$ cat config.mk
export PLATFORM = sky130hd
export DESIGN_NAME = pb_conditioner
export DESIGN_NICKNAME = d
export VERILOG_FILES = /design/src/rtl/pb_pkg.sv /design/src/rtl/sync2.sv /design/src/rtl/pb_conditioner.sv
export SDC_FILE = /design/constraint.sdc
export NUM_CORES = 1
export LEC_CHECK = 0
export CAP_MARGIN = 20
export CELL_PAD_IN_SITES_DETAIL_PLACEMENT = 1
export CELL_PAD_IN_SITES_GLOBAL_PLACEMENT = 2
export CORE_MARGIN = 2
export CORE_UTILIZATION = 35
export DETAILED_ROUTE_END_ITERATION = 6
export DONT_BUFFER_PORTS = 1
export PLACE_DENSITY_LB_ADDON = 0.05
export SETUP_SLACK_MARGIN = 0.05
export SLEW_MARGIN = 30
export SYNTH_ARGS = -nofsm -noshare
export SYNTH_HDL_FRONTEND = slang
export SYNTH_SLANG_ARGS = --single-unit
$ cat constraint.sdc
create_clock -name clk100MHz -period 2.6 [get_ports clk100MHz]
set_input_delay 0.52 -clock clk100MHz [delete_from_list [all_inputs] [get_ports clk100MHz]]
set_output_delay 0.52 -clock clk100MHz [all_outputs]
set_load 0.01 [all_outputs]
$ cat src/rtl/pb_pkg.sv
// Shared definitions for the pushbutton conditioner: state encoding and
// default / simulation-sized cycle counts.
package pb_pkg;

    typedef enum logic [2:0] {
        ST_IDLE       = 3'd0,
        ST_PRESS_WAIT = 3'd1,
        ST_PRESSED    = 3'd2,
        ST_REPEAT     = 3'd3,
        ST_REL_WAIT   = 3'd4
    } pb_state_t;

    // 100 MHz defaults: 5 ms debounce, 500 ms hold, 100 ms repeat period
    localparam int DEF_DB   = 500000;
    localparam int DEF_HOLD = 50000000;
    localparam int DEF_REP  = 10000000;

    localparam int SIM_DB   = 4;
    localparam int SIM_HOLD = 10;
    localparam int SIM_REP  = 3;

    function automatic int max3(input int a, input int b, input int c);
        int m;
        m = (a > b) ? a : b;
        return (m > c) ? m : c;
    endfunction

endpackage

$ cat src/rtl/sync2.sv
// Two-flop synchronizer for a single asynchronous level input.
module sync2 (
    input  logic clk,
    input  logic rst_n,
    input  logic d,
    output logic q
);

    logic meta;

    // NOTE: non-blocking assignments make both flops sample on the same edge;
    // blocking ones would collapse the chain into a single stage.
    always_ff @(posedge clk or negedge rst_n) begin
        if (!rst_n) begin
            meta <= 1'b0;
            q    <= 1'b0;
        end else begin
            meta <= d;
            q    <= meta;
        end
    end

endmodule

$ cat src/rtl/pb_conditioner.sv
// Pushbutton front end: synchronize, debounce, emit press/release strobes,
// optional hold-to-repeat, and keep a wrapping count of press strobes.
module pb_conditioner
    import pb_pkg::*;
#(
    parameter int DB_CYCLES     = DEF_DB,
    parameter int HOLD_CYCLES   = DEF_HOLD,
    parameter int REPEAT_CYCLES = DEF_REP,
    parameter int REPEAT_EN     = 1
) (
    input  logic       clk100MHz,
    input  logic       rst,
    input  logic       pb,
    output logic       pb_level,
    output logic       pb_pulse,
    output logic       rel_pulse,
    output logic [7:0] press_cnt
);

    localparam int CNT_W = $clog2(max3(DB_CYCLES, HOLD_CYCLES, REPEAT_CYCLES)) + 1;

    localparam logic [CNT_W-1:0] CNT_ONE   = CNT_W'(1);
    localparam logic [CNT_W-1:0] DB_LAST   = CNT_W'(DB_CYCLES - 1);
    localparam logic [CNT_W-1:0] HOLD_LAST = CNT_W'(HOLD_CYCLES - 1);
    localparam logic [CNT_W-1:0] REP_LAST  = CNT_W'(REPEAT_CYCLES - 1);

    logic             sync_q;
    pb_state_t        state_q, state_d;
    logic [CNT_W-1:0] cnt_q, cnt_d;
    logic             level_d, pulse_d, rel_d;
    logic [7:0]       press_cnt_d;

    sync2 u_sync (
        .clk   (clk100MHz),
        .rst_n (rst),
        .d     (pb),
        .q     (sync_q)
    );

    // NOTE: every output of this block gets a default before the case, so no
    // path leaves a signal unassigned and no latch is inferred.
    always_comb begin
        state_d = state_q;
        cnt_d   = cnt_q;
        level_d = pb_level;
        pulse_d = 1'b0;
        rel_d   = 1'b0;

        case (state_q)
            ST_IDLE: begin
                cnt_d   = '0;
                level_d = 1'b0;
                if (sync_q) begin
                    state_d = ST_PRESS_WAIT;
                    cnt_d   = CNT_ONE;
                end
            end
            ST_PRESS_WAIT: begin
                level_d = 1'b0;
                if (!sync_q) begin
                    state_d = ST_IDLE;
                    cnt_d   = '0;
                end else if (cnt_q == DB_LAST) begin
                    state_d = ST_PRESSED;
                    level_d = 1'b1;
                    pulse_d = 1'b1;
                    cnt_d   = '0;
                end else begin
                    cnt_d = cnt_q + CNT_ONE;
                end
            end
            ST_PRESSED: begin
                level_d = 1'b1;
                if (!sync_q) begin
                    state_d = ST_REL_WAIT;
                    cnt_d   = CNT_ONE;
                end else if (REPEAT_EN != 0 && cnt_q == HOLD_LAST) begin
                    state_d = ST_REPEAT;
                    pulse_d = 1'b1;
                    cnt_d   = '0;
                end else if (cnt_q != HOLD_LAST) begin
                    // Saturates when repeat is off so a long hold never wraps.
                    cnt_d = cnt_q + CNT_ONE;
                end
            end
            ST_REPEAT: begin
                level_d = 1'b1;
                if (!sync_q) begin
                    state_d = ST_REL_WAIT;
                    cnt_d   = CNT_ONE;
                end else if (cnt_q == REP_LAST) begin
                    pulse_d = 1'b1;
                    cnt_d   = '0;
                end else begin
                    cnt_d = cnt_q + CNT_ONE;
                end
            end
            ST_REL_WAIT: begin
                level_d = 1'b1;
                if (sync_q) begin
                    // A short release drops back to PRESSED, restarting the hold timer.
                    state_d = ST_PRESSED;
                    cnt_d   = '0;
                end else if (cnt_q == DB_LAST) begin
                    state_d = ST_IDLE;
                    level_d = 1'b0;
                    rel_d   = 1'b1;
                    cnt_d   = '0;
                end else begin
                    cnt_d = cnt_q + CNT_ONE;
                end
            end
            default: begin
                state_d = ST_IDLE;
                cnt_d   = '0;
                level_d = 1'b0;
            end
        endcase

        press_cnt_d = press_cnt + {7'd0, pulse_d};
    end

    always_ff @(posedge clk100MHz or negedge rst) begin
        if (!rst) begin
            state_q   <= ST_IDLE;
            cnt_q     <= '0;
            pb_level  <= 1'b0;
            pb_pulse  <= 1'b0;
            rel_pulse <= 1'b0;
            press_cnt <= 8'd0;
        end else begin
            state_q   <= state_d;
            cnt_q     <= cnt_d;
            pb_level  <= level_d;
            pb_pulse  <= pulse_d;
            rel_pulse <= rel_d;
            press_cnt <= press_cnt_d;
        end
    end

endmodule

==> results.cfg, run 1 <==
[finish]
final_util_pct = 44.1
area_growth_pct = 22.0
fin_cells = 341
register_area_mm2 = 0.00108
drive_gt1_share_pct = 26.5
multi_input_area_mm2 = 0.00118
num_antenna_cells = 0
final_common_cell = dfrtp_1
fill_cells = 702
nNetsFinal = 269
final_cell_mix = 43 x dfrtp_1, 36 x buf_4, 27 x nor3_1, 19 x xor2_1, 18 x nand3_1

[global_routing]
grt_use_total_pct = 17.6
grt_pass1_wl_um = 10200
grt_max_degree = 44
grt-ovfl-total = 0
antenna_found_initial = 0
grt_pass1_vias = 1974

[clocking]
cts_num_sinks = 43
path_clk_slew_ns = 0.09
h-tree-depth = 2
numCtsBuffers = 5
cts_buffer_depth = 2
clock_latency_ns = 0.30
root_buffer = clkbuf_8
cts_tree = yes

[detailed_routing]
drt-vias-per-instance = 5.40
ant_nets = 0
drt-total-wl_um = 5840
wire_per_inst_um = 17.1
vias = 1840
drt_iter0_drc = 48
first_pass_iters = 4
drc = 0

[timing]
fin_crit_sh_pct = 101
slew_viol_final = 0
fmax_ghz = 0.382
slew_headroom_pct = 54.9
setup_viol = 2
final.setup.worst_slack_ns = -0.0165
min_period_ns = 2.62
tightest_slew_ns = 0.674
rsz0062_at_grt = true
holdWs_ns = 0.0582
hold_viol = 0
setup_tns_ns = -0.0213
finClkSkew_ns = 0.00937

[yosys]
syn_area_mm2 = 0.00230
yosys_warnings = 0
synth_flop_cell = dfrtp_1
synth-async-reset-ratio_pct = 100
yosysUniqueCellTypes = 44
synth_edf_count = 0
syn_nets = 232
ys_seq_elements = 43
syn_inst = 226
ys_seq_area_share_pct = 46.9
syn-mean-instance-area_um2 = 10.2

[floorplan]
die_x_um = 85.0
start_util_pct = 36.2
die_y_um = 85.0
rows = 29
io_pins = 14
core_mm2 = 0.00635
dieArea_mm2 = 0.00722

[placement]
placedCellCount = 329
gp_congestion = 0.819
numPortBuffers = 0
dpl.hpwl_um = 4290

[worst_setup_path]
r2r-start = cnt_q[12]
reg2reg_depth = 10
arrival_ns = 2.84
r2r-end = press_cnt[6]
cpMaxStageDelayCell = or4_4
path_cells = nor4_2, nand2_1, or4_4, or3_4, a21oi_4, ha_4, nand4_1, nor2_2, buf_4, xor2_1
startpoint_type = flip-flop
worst_ep_required_time_ns = 2.82
critPathMaxFanout = 2
cp-end-kind = flip-flop
rrSetupSlack_ns = -0.02
max_stage_delay_ns = 0.54
setup.worst_path.class = reg2reg

[status]
violations = negative setup slack
status = complete, but fails checks

[pwr]
irDropWorstVdd_uv = 228
p_leak_uw = 0.00112
cellPowerDensity_mw_per_mm2 = 411
total_power_uw = 1150

[hold_path]
min_path_type = in2async

[run]
max-cap-violations = 0
## Yosys cell counts, drive strengths merged, types with 2 or more instances
cell,count,area [um2]
a21oi,4,20.0
and3,5,33.8
nor3,30,165
clkbuf,4,28.8
and4,2,18.8
nand2,18,67.6
o21ai,2,10.0
nand3,19,100
xor2,19,166
o31a,2,17.5
nor3b,5,42.5
nor4,4,25.0
dfrtp,43,1080
ha,3,37.5
buf,4,37.5
or4,2,18.8
xnor2,13,114
nor2,11,41.3
or3,2,13.8
inv,8,30.0
nand4,13,81.3
## worst max-delay path by stage
stage	start	end	depth (start not counted)
floorplan	cnt_q[12]	press_cnt[7]	11
global placement	cnt_q[12]	press_cnt[7]	10
detailed placement	cnt_q[12]	press_cnt[6]	10
CTS	cnt_q[12]	press_cnt[6]	10
global route	cnt_q[12]	press_cnt[6]	10
finish	cnt_q[12]	press_cnt[6]	10
## cells by family (layout without fill, tap and decap cells)
| family | Yosys count | in the layout | synth area share, % |
|---|---|---|---|
| AO/OA/AOI/OAI | 15 | 15 | 6.27 |
| XOR/XNOR | 32 | 32 | 12.2 |
| AND/OR/NAND/NOR | 116 | 116 | 28.3 |
| buffers and inverters | 17 | 55 | 4.69 |
| adder cells (fa/ha/maj) | 3 | 3 | 1.64 |
| flip-flops | 43 | 43 | 46.9 |
## through the flow
stage | setup slack, ns | cell area, um2
after global routing | -0.182 | 2800
after global placement | -0.0501 | 2620
after detailed placement | -0.0793 | 2620
after floorplan | -0.110 | 2330
final | -0.0165 | 2800
after CTS | -0.0639 | 2770
## area by class of cell
cell class / count / area share, %
clock buffer: 6 / 2.59
clock inverter: 2 / 0.447
inverter: 8 / 1.07
multi-input combinational: 166 / 42.3
sequential: 43 / 38.4
tap: 77 / 3.44
timing repair buffer: 39 / 11.7
## where the power goes
group | leakage, uW | internal [uW] | switching, uW
registers | 0.000592 | 672 | 4.04
logic | 0.000485 | 17.3 | 36.3
clock network | 0.0000412 | 188 | 234
## critical path: cells and delay by family, from the launching register on
kind | cells | cell delay, ns
simple gates | 6 | 1.55
xor+xnor | 1 | 0.13
flops | 1 | 0.41
fa+ha+maj | 1 | 0.15
compound gates | 1 | 0.17
buf+inv | 1 | 0.12
## metal layers
| layer | up-vias | GRT usage (%) | share of wire, % |
|---|---|---|---|
| li1 | 882 | - | - |
| met1 | 929 | 23.5 | 47 |
| met2 | 24 | 29.6 | 49 |
| met3 | 5 | 3.50 | 2.6 |
| met4 | 0 | 3.90 | 0.72 |
| met5 | - | 0 | 0 |
## state kept, by name (all words and copies together) (netlist names)
signal and cells:
cnt_q 27, state_q 3, rel_pulse 1, pb_level 1, u_sync.q 1, u_sync.meta 1, press_cnt 8, pb_pulse 1
## repair_timing
item / 4_1_cts / 5_1_grt
setup endpoints to repair: 3 / 4
resized for setup: 5 / 4
endpoints found under the hold margin: 43 / 0
hold buffers: 1 / 0
pin swaps: 3 / 2
buffers inserted: 1 / 2
(Power assumes the default switching activity.)
==> run 2: changes to the inputs <==
--- a/config.mk
+++ b/config.mk
@@ -8,8 +8,8 @@
 export CAP_MARGIN = 20
 export CELL_PAD_IN_SITES_DETAIL_PLACEMENT = 1
 export CELL_PAD_IN_SITES_GLOBAL_PLACEMENT = 2
-export CORE_MARGIN = 2
-export CORE_UTILIZATION = 35
+export CORE_MARGIN = 4
+export CORE_UTILIZATION = 37
 export DETAILED_ROUTE_END_ITERATION = 6
 export DONT_BUFFER_PORTS = 1
 export PLACE_DENSITY_LB_ADDON = 0.05
==> results.cfg, run 2 (synthesized netlist as in run 1, its figures left out) <==
[timing]
hold_viol = 0
tightest_slew_ns = 0.681
min_period_ns = 2.64
slew_headroom_pct = 54.4
slew_viol_final = 0
final.setup.worst_slack_ns = -0.0377
rsz0062_at_grt = true
finClkSkew_ns = 0.00621
setup_viol = 3
fmax_ghz = 0.379
fin_crit_sh_pct = 101

[placement]
postPlaceCellArea_mm2 = 0.00268
numPortBuffers = 0
gp_congestion = 0.866
place_ws_ns = -0.120
dpl.hpwl_um = 4600

[finish]
largest_register_ffs = 27
regMostFlops = cnt_q
nNetsFinal = 280
final_common_cell = buf_4
top_regs = cnt_q (27), press_cnt (8), state_q (3)
num_antenna_cells = 0
final_util_pct = 49.5
final_cell_mix = 46 x buf_4, 43 x dfrtp_1, 27 x nor3_1, 19 x xor2_1
design_area_mm2 = 0.00295
drive_gt1_share_pct = 30.5
area_growth_pct = 28.3

[worst_setup_path]
critPathMaxFanout = 2
startpoint_type = flip-flop
cp-end-kind = flip-flop
arrival_ns = 2.85
rrSetupSlack_ns = -0.04
setup.worst_path.class = reg2reg
worst_ep_required_time_ns = 2.82

[status]
status = complete, but fails checks
violations = negative setup slack

[detailed_routing]
drt-total-wl_um = 6440
drc = 0
vias = 1886
first_pass_iters = 4
drt-vias-per-instance = 5.39
ant_nets = 0
drt_iter0_drc = 77
wire_per_inst_um = 18.4

[clocking]
path_clk_slew_ns = 0.08
clock_latency_ns = 0.30
cts_tree = yes
numCtsBuffers = 5
root_buffer = clkbuf_8
cts_buffer_depth = 2
h-tree-depth = 2
cts_num_sinks = 43

[floorplan]
rows = 28
core_mm2 = 0.00596
die_y_um = 86.8
dieArea_mm2 = 0.00753
start_util_pct = 38.6
io_pins = 14
die_x_um = 86.8

[pwr]
p_leak_uw = 0.00120
cellPowerDensity_mw_per_mm2 = 433
irDropWorstVdd_uv = 226

[global_routing]
grt_max_degree = 44
grt_pass1_vias = 2123
antenna_found_initial = 0
grt_pass1_wl_um = 10900
grt_use_total_pct = 18.9
grt-ovfl-total = 0

[run]
max-cap-violations = 0

[hold_path]
min_path_type = in2async
run 2: critical path: stages (launching register included):
cell     delay, ns
dfrtp_1       0.42
nor4_4        0.29
nand2_1       0.09
or4_4         0.54
or3_4         0.36
a21oi_4       0.17
ha_4          0.15
nand4_1       0.13
nor2_2        0.14
buf_4         0.12
xor2_1        0.15
run 2: metrics by stage:
| step | hold WS, ns | setup TNS [ns] | power [uW] | std cells |
|---|---|---|---|---|
| after floorplan | 0.224 | -0.114 | 715 | 226 |
| after global placement | 0.226 | -0.0281 | 727 | 335 |
| after detailed placement | 0.226 | -0.288 | 728 | 335 |
| after CTS | 0.0581 | -0.183 | 1300 | 348 |
| after global routing | 0.0588 | -0.717 | 1330 | 350 |
| final | 0.0576 | -0.0555 | 1280 | 350 |
run 2: area by class of cell:
class | count | area [um2]
Clock buffer | 6 | 82.6
Timing Repair Buffer | 50 | 415
Fill cell | 678 | 3010
Sequential cell | 43 | 1080
Inverter | 8 | 30.0
Clock inverter | 2 | 35.0
Multi-Input combinational cell | 166 | 1210
Tap cell | 75 | 93.8
run 2: path summary, 6_finish.rpt:
path,end,from,depth (start not counted)
worst max-delay path,press_cnt[6],cnt_q[20],10
worst min-delay path,cnt_q[8],rst,1
worst min register to register,u_sync.q,u_sync.meta,0
min in group clk100MHz,u_sync.meta,pb,0
worst max register to register,press_cnt[6],cnt_q[20],10
max in group asynchronous,cnt_q[26],rst,1
run 2: power by group:
group | internal, uW | switching (uW)
logic | 17.8 | 37.1
clock network | 311 | 234
registers | 672 | 4.19
total | 1000 | 275
run 2: timing repair:
action | in CTS | in global routing
hold buffers | 1 | 0
resized for setup | 4 | 10
pin swaps | 4 | 7
endpoints found under the hold margin | 43 | 0
setup buffers | 4 | 2
endpoints found under the setup margin | 3 | 6
cloned | 0 | 0
run 2: routing by layer:
| layer | GRT usage [%] | wire [um] | vias to the layer above |
|---|---|---|---|
| met2 | 33.0 | 3310 | 23 |
| met3 | 3.33 | 209 | 5 |
| met5 | 0 | 0 | - |
| met4 | 5.52 | 68 | 0 |
| met1 | 23.7 | 2850 | 954 |
| li1 | - | - | 904 |
==> run 3: changes to the inputs <==
--- a/config.mk
+++ b/config.mk
@@ -8,7 +8,7 @@
 export CAP_MARGIN = 20
 export CELL_PAD_IN_SITES_DETAIL_PLACEMENT = 1
 export CELL_PAD_IN_SITES_GLOBAL_PLACEMENT = 2
-export CORE_MARGIN = 4
+export CORE_MARGIN = 2
 export CORE_UTILIZATION = 37
 export DETAILED_ROUTE_END_ITERATION = 6
 export DONT_BUFFER_PORTS = 1
==> results.cfg, run 3 (synthesized netlist as in run 1, its figures left out) <==
[placement]
dpl.hpwl_um = 4560
placedCellCount = 337
gp_congestion = 0.812
numPortBuffers = 0

[finish]
nNetsFinal = 279
final_cell_mix = 45 x buf_4, 42 x dfrtp_1, 27 x nor3_1, 19 x xor2_1
register_area_mm2 = 0.00108
top_regs = cnt_q (27), press_cnt (8), state_q (3)
multi_input_area_mm2 = 0.00123
fin_cells = 349
num_antenna_cells = 0
final_common_cell = buf_4
fill_cells = 656
largest_register_ffs = 27
area_growth_pct = 27.9
regMostFlops = cnt_q
drive_gt1_share_pct = 30.7

[detailed_routing]
drt-total-wl_um = 6390
ant_nets = 0
drt-vias-per-instance = 5.46
wire_per_inst_um = 18.3
drc = 0
vias = 1907
first_pass_iters = 4
drt_iter0_drc = 60

[worst_setup_path]
startpoint_type = flip-flop
cp.buffers_inverters = 2
path_cells = nor4_2, buf_4, nand2_2, or4_4, or3_4, a21oi_4, buf_6, ha_4, and3_4, nand3_4, xnor2_2
worst_ep_required_time_ns = 2.78
setup.worst_path.class = reg2reg
arrival_ns = 2.91
cp_top_family = simple AND/OR/NAND/NOR gates
critPathMaxFanout = 3
cp-end-kind = flip-flop
max_stage_delay_ns = 0.43
cpMaxStageDelayCell = dfrtp_1

[pwr]
power_frac_comb_pct = 4.6
p_sw_uw = 277
p_leak_uw = 0.00119
cellPowerDensity_mw_per_mm2 = 412
total_power_uw = 1210
clock_power_share_pct = 39.4
irDropWorstVdd_uv = 225
swShare_pct = 22.9
internal_power_uw = 933
seq_power_share_pct = 55.9

[floorplan]
io_pins = 14
core_mm2 = 0.00596
die_x_um = 82.8
rows = 28
start_util_pct = 38.6
die_y_um = 82.8
dieArea_mm2 = 0.00685

[timing]
setup_viol = 4
hold_viol = 0
finClkSkew_ns = 0.00656
rsz0062_at_grt = true
min_period_ns = 2.74
slew_headroom_pct = 53.6
fmax_ghz = 0.365
fin_crit_sh_pct = 105
tightest_slew_ns = 0.693
slew_viol_final = 0
final.setup.worst_slack_ns = -0.136

[global_routing]
grt_pass1_vias = 2073
grt_use_total_pct = 20.4
grt-ovfl-total = 0
antenna_found_initial = 0
grt_max_degree = 44
grt_pass1_wl_um = 10300

[clocking]
h-tree-depth = 2
numCtsBuffers = 5
path_clk_slew_ns = 0.08
cts_buffer_depth = 2
cts_tree = yes
clock_latency_ns = 0.30
cts_num_sinks = 43
root_buffer = clkbuf_8

[status]
violations = negative setup slack
status = complete, but fails checks

[hold_path]
min_path_type = in2async

[run]
max-cap-violations = 0
[run 3: cell count changes in the layout (fill, tap and decap cells not counted), sizes merged]
cell | before | now
buf | 50 | 49
bufinv | 1 | 0
clkbuf | 6 | 8
clkinv | 1 | 0
[run 3: final timing paths]
check,endpoint,from,slack (ns),cells past startpoint
max,press_cnt[5],cnt_q[21],-0.14,11
min,cnt_q[12],rst,0.06,1
max reg2reg,press_cnt[5],cnt_q[21],-0.14,11
min reg2reg,u_sync.q,u_sync.meta,0.35,0
max in group asynchronous,cnt_q[23],rst,2.33,1
min in group clk100MHz,u_sync.meta,pb,0.24,0
[run 3: area by class of cell]
type                            instances  area share [%]
Tap cell                               75            3.20
Clock buffer                            8            3.41
Sequential cell                        43            36.7
Timing Repair Buffer                   49            13.9
Multi-Input combinational cell        166            41.8
Inverter                                8            1.02
[run 3: worst register-to-register path, delay by kind of cell, from the launching register on]
kind	cells	cell delay, ns
AND/OR/NAND/NOR	6	1.40
adder cells (fa/ha/maj)	1	0.13
buffers and inverters	2	0.30
XOR/XNOR	1	0.15
flip-flops	1	0.43
AO/OA/AOI/OAI	1	0.20
[run 3: layer usage]
metal  vias up  track usage [%]  wire [um]
li1        900                -          -
met4         0             6.72         61
met2        24             35.9       3280
met3         5             3.79        170
met5         -                0          0
met1       978             25.2       2880
[run 3: what timing repair did]
action / 4_1_cts / 5_1_grt
buffers inserted: 1 / 3
pin swaps: 6 / 6
setup endpoints to repair: 3 / 6
hold endpoints to repair: 43 / 0
hold buffers: 1 / 0
gates resized for setup: 4 / 13
[run 3: power by group through the flow]
stage | Sequential (uW) | Clock [uW] | Combinational (uW)
after global placement | 690 | 0 | 37.3
after detailed placement | 690 | 0 | 38.6
after global routing | 677 | 515 | 62.1
after CTS | 677 | 487 | 57.2
final | 676 | 477 | 56.1
after floorplan | 689 | 0 | 26.6
[run 3: stage by stage]
step	worst slack, ns	TNS [ns]	utilization [%]	hold slack (ns)	cell area [um2]
6_report	-0.136	-0.273	49.3	0.0623	2940
5_1_grt	-0.220	-0.726	49.3	0.0599	2940
4_1_cts	-0.0730	-0.187	47.9	0.0602	2850
3_5_place_dp	-0.107	-0.260	45.2	0.226	2690
3_3_place_gp	-0.00846	-0.00846	45.2	0.225	2690
2_1_floorplan	-0.110	-0.114	-	0.224	2330
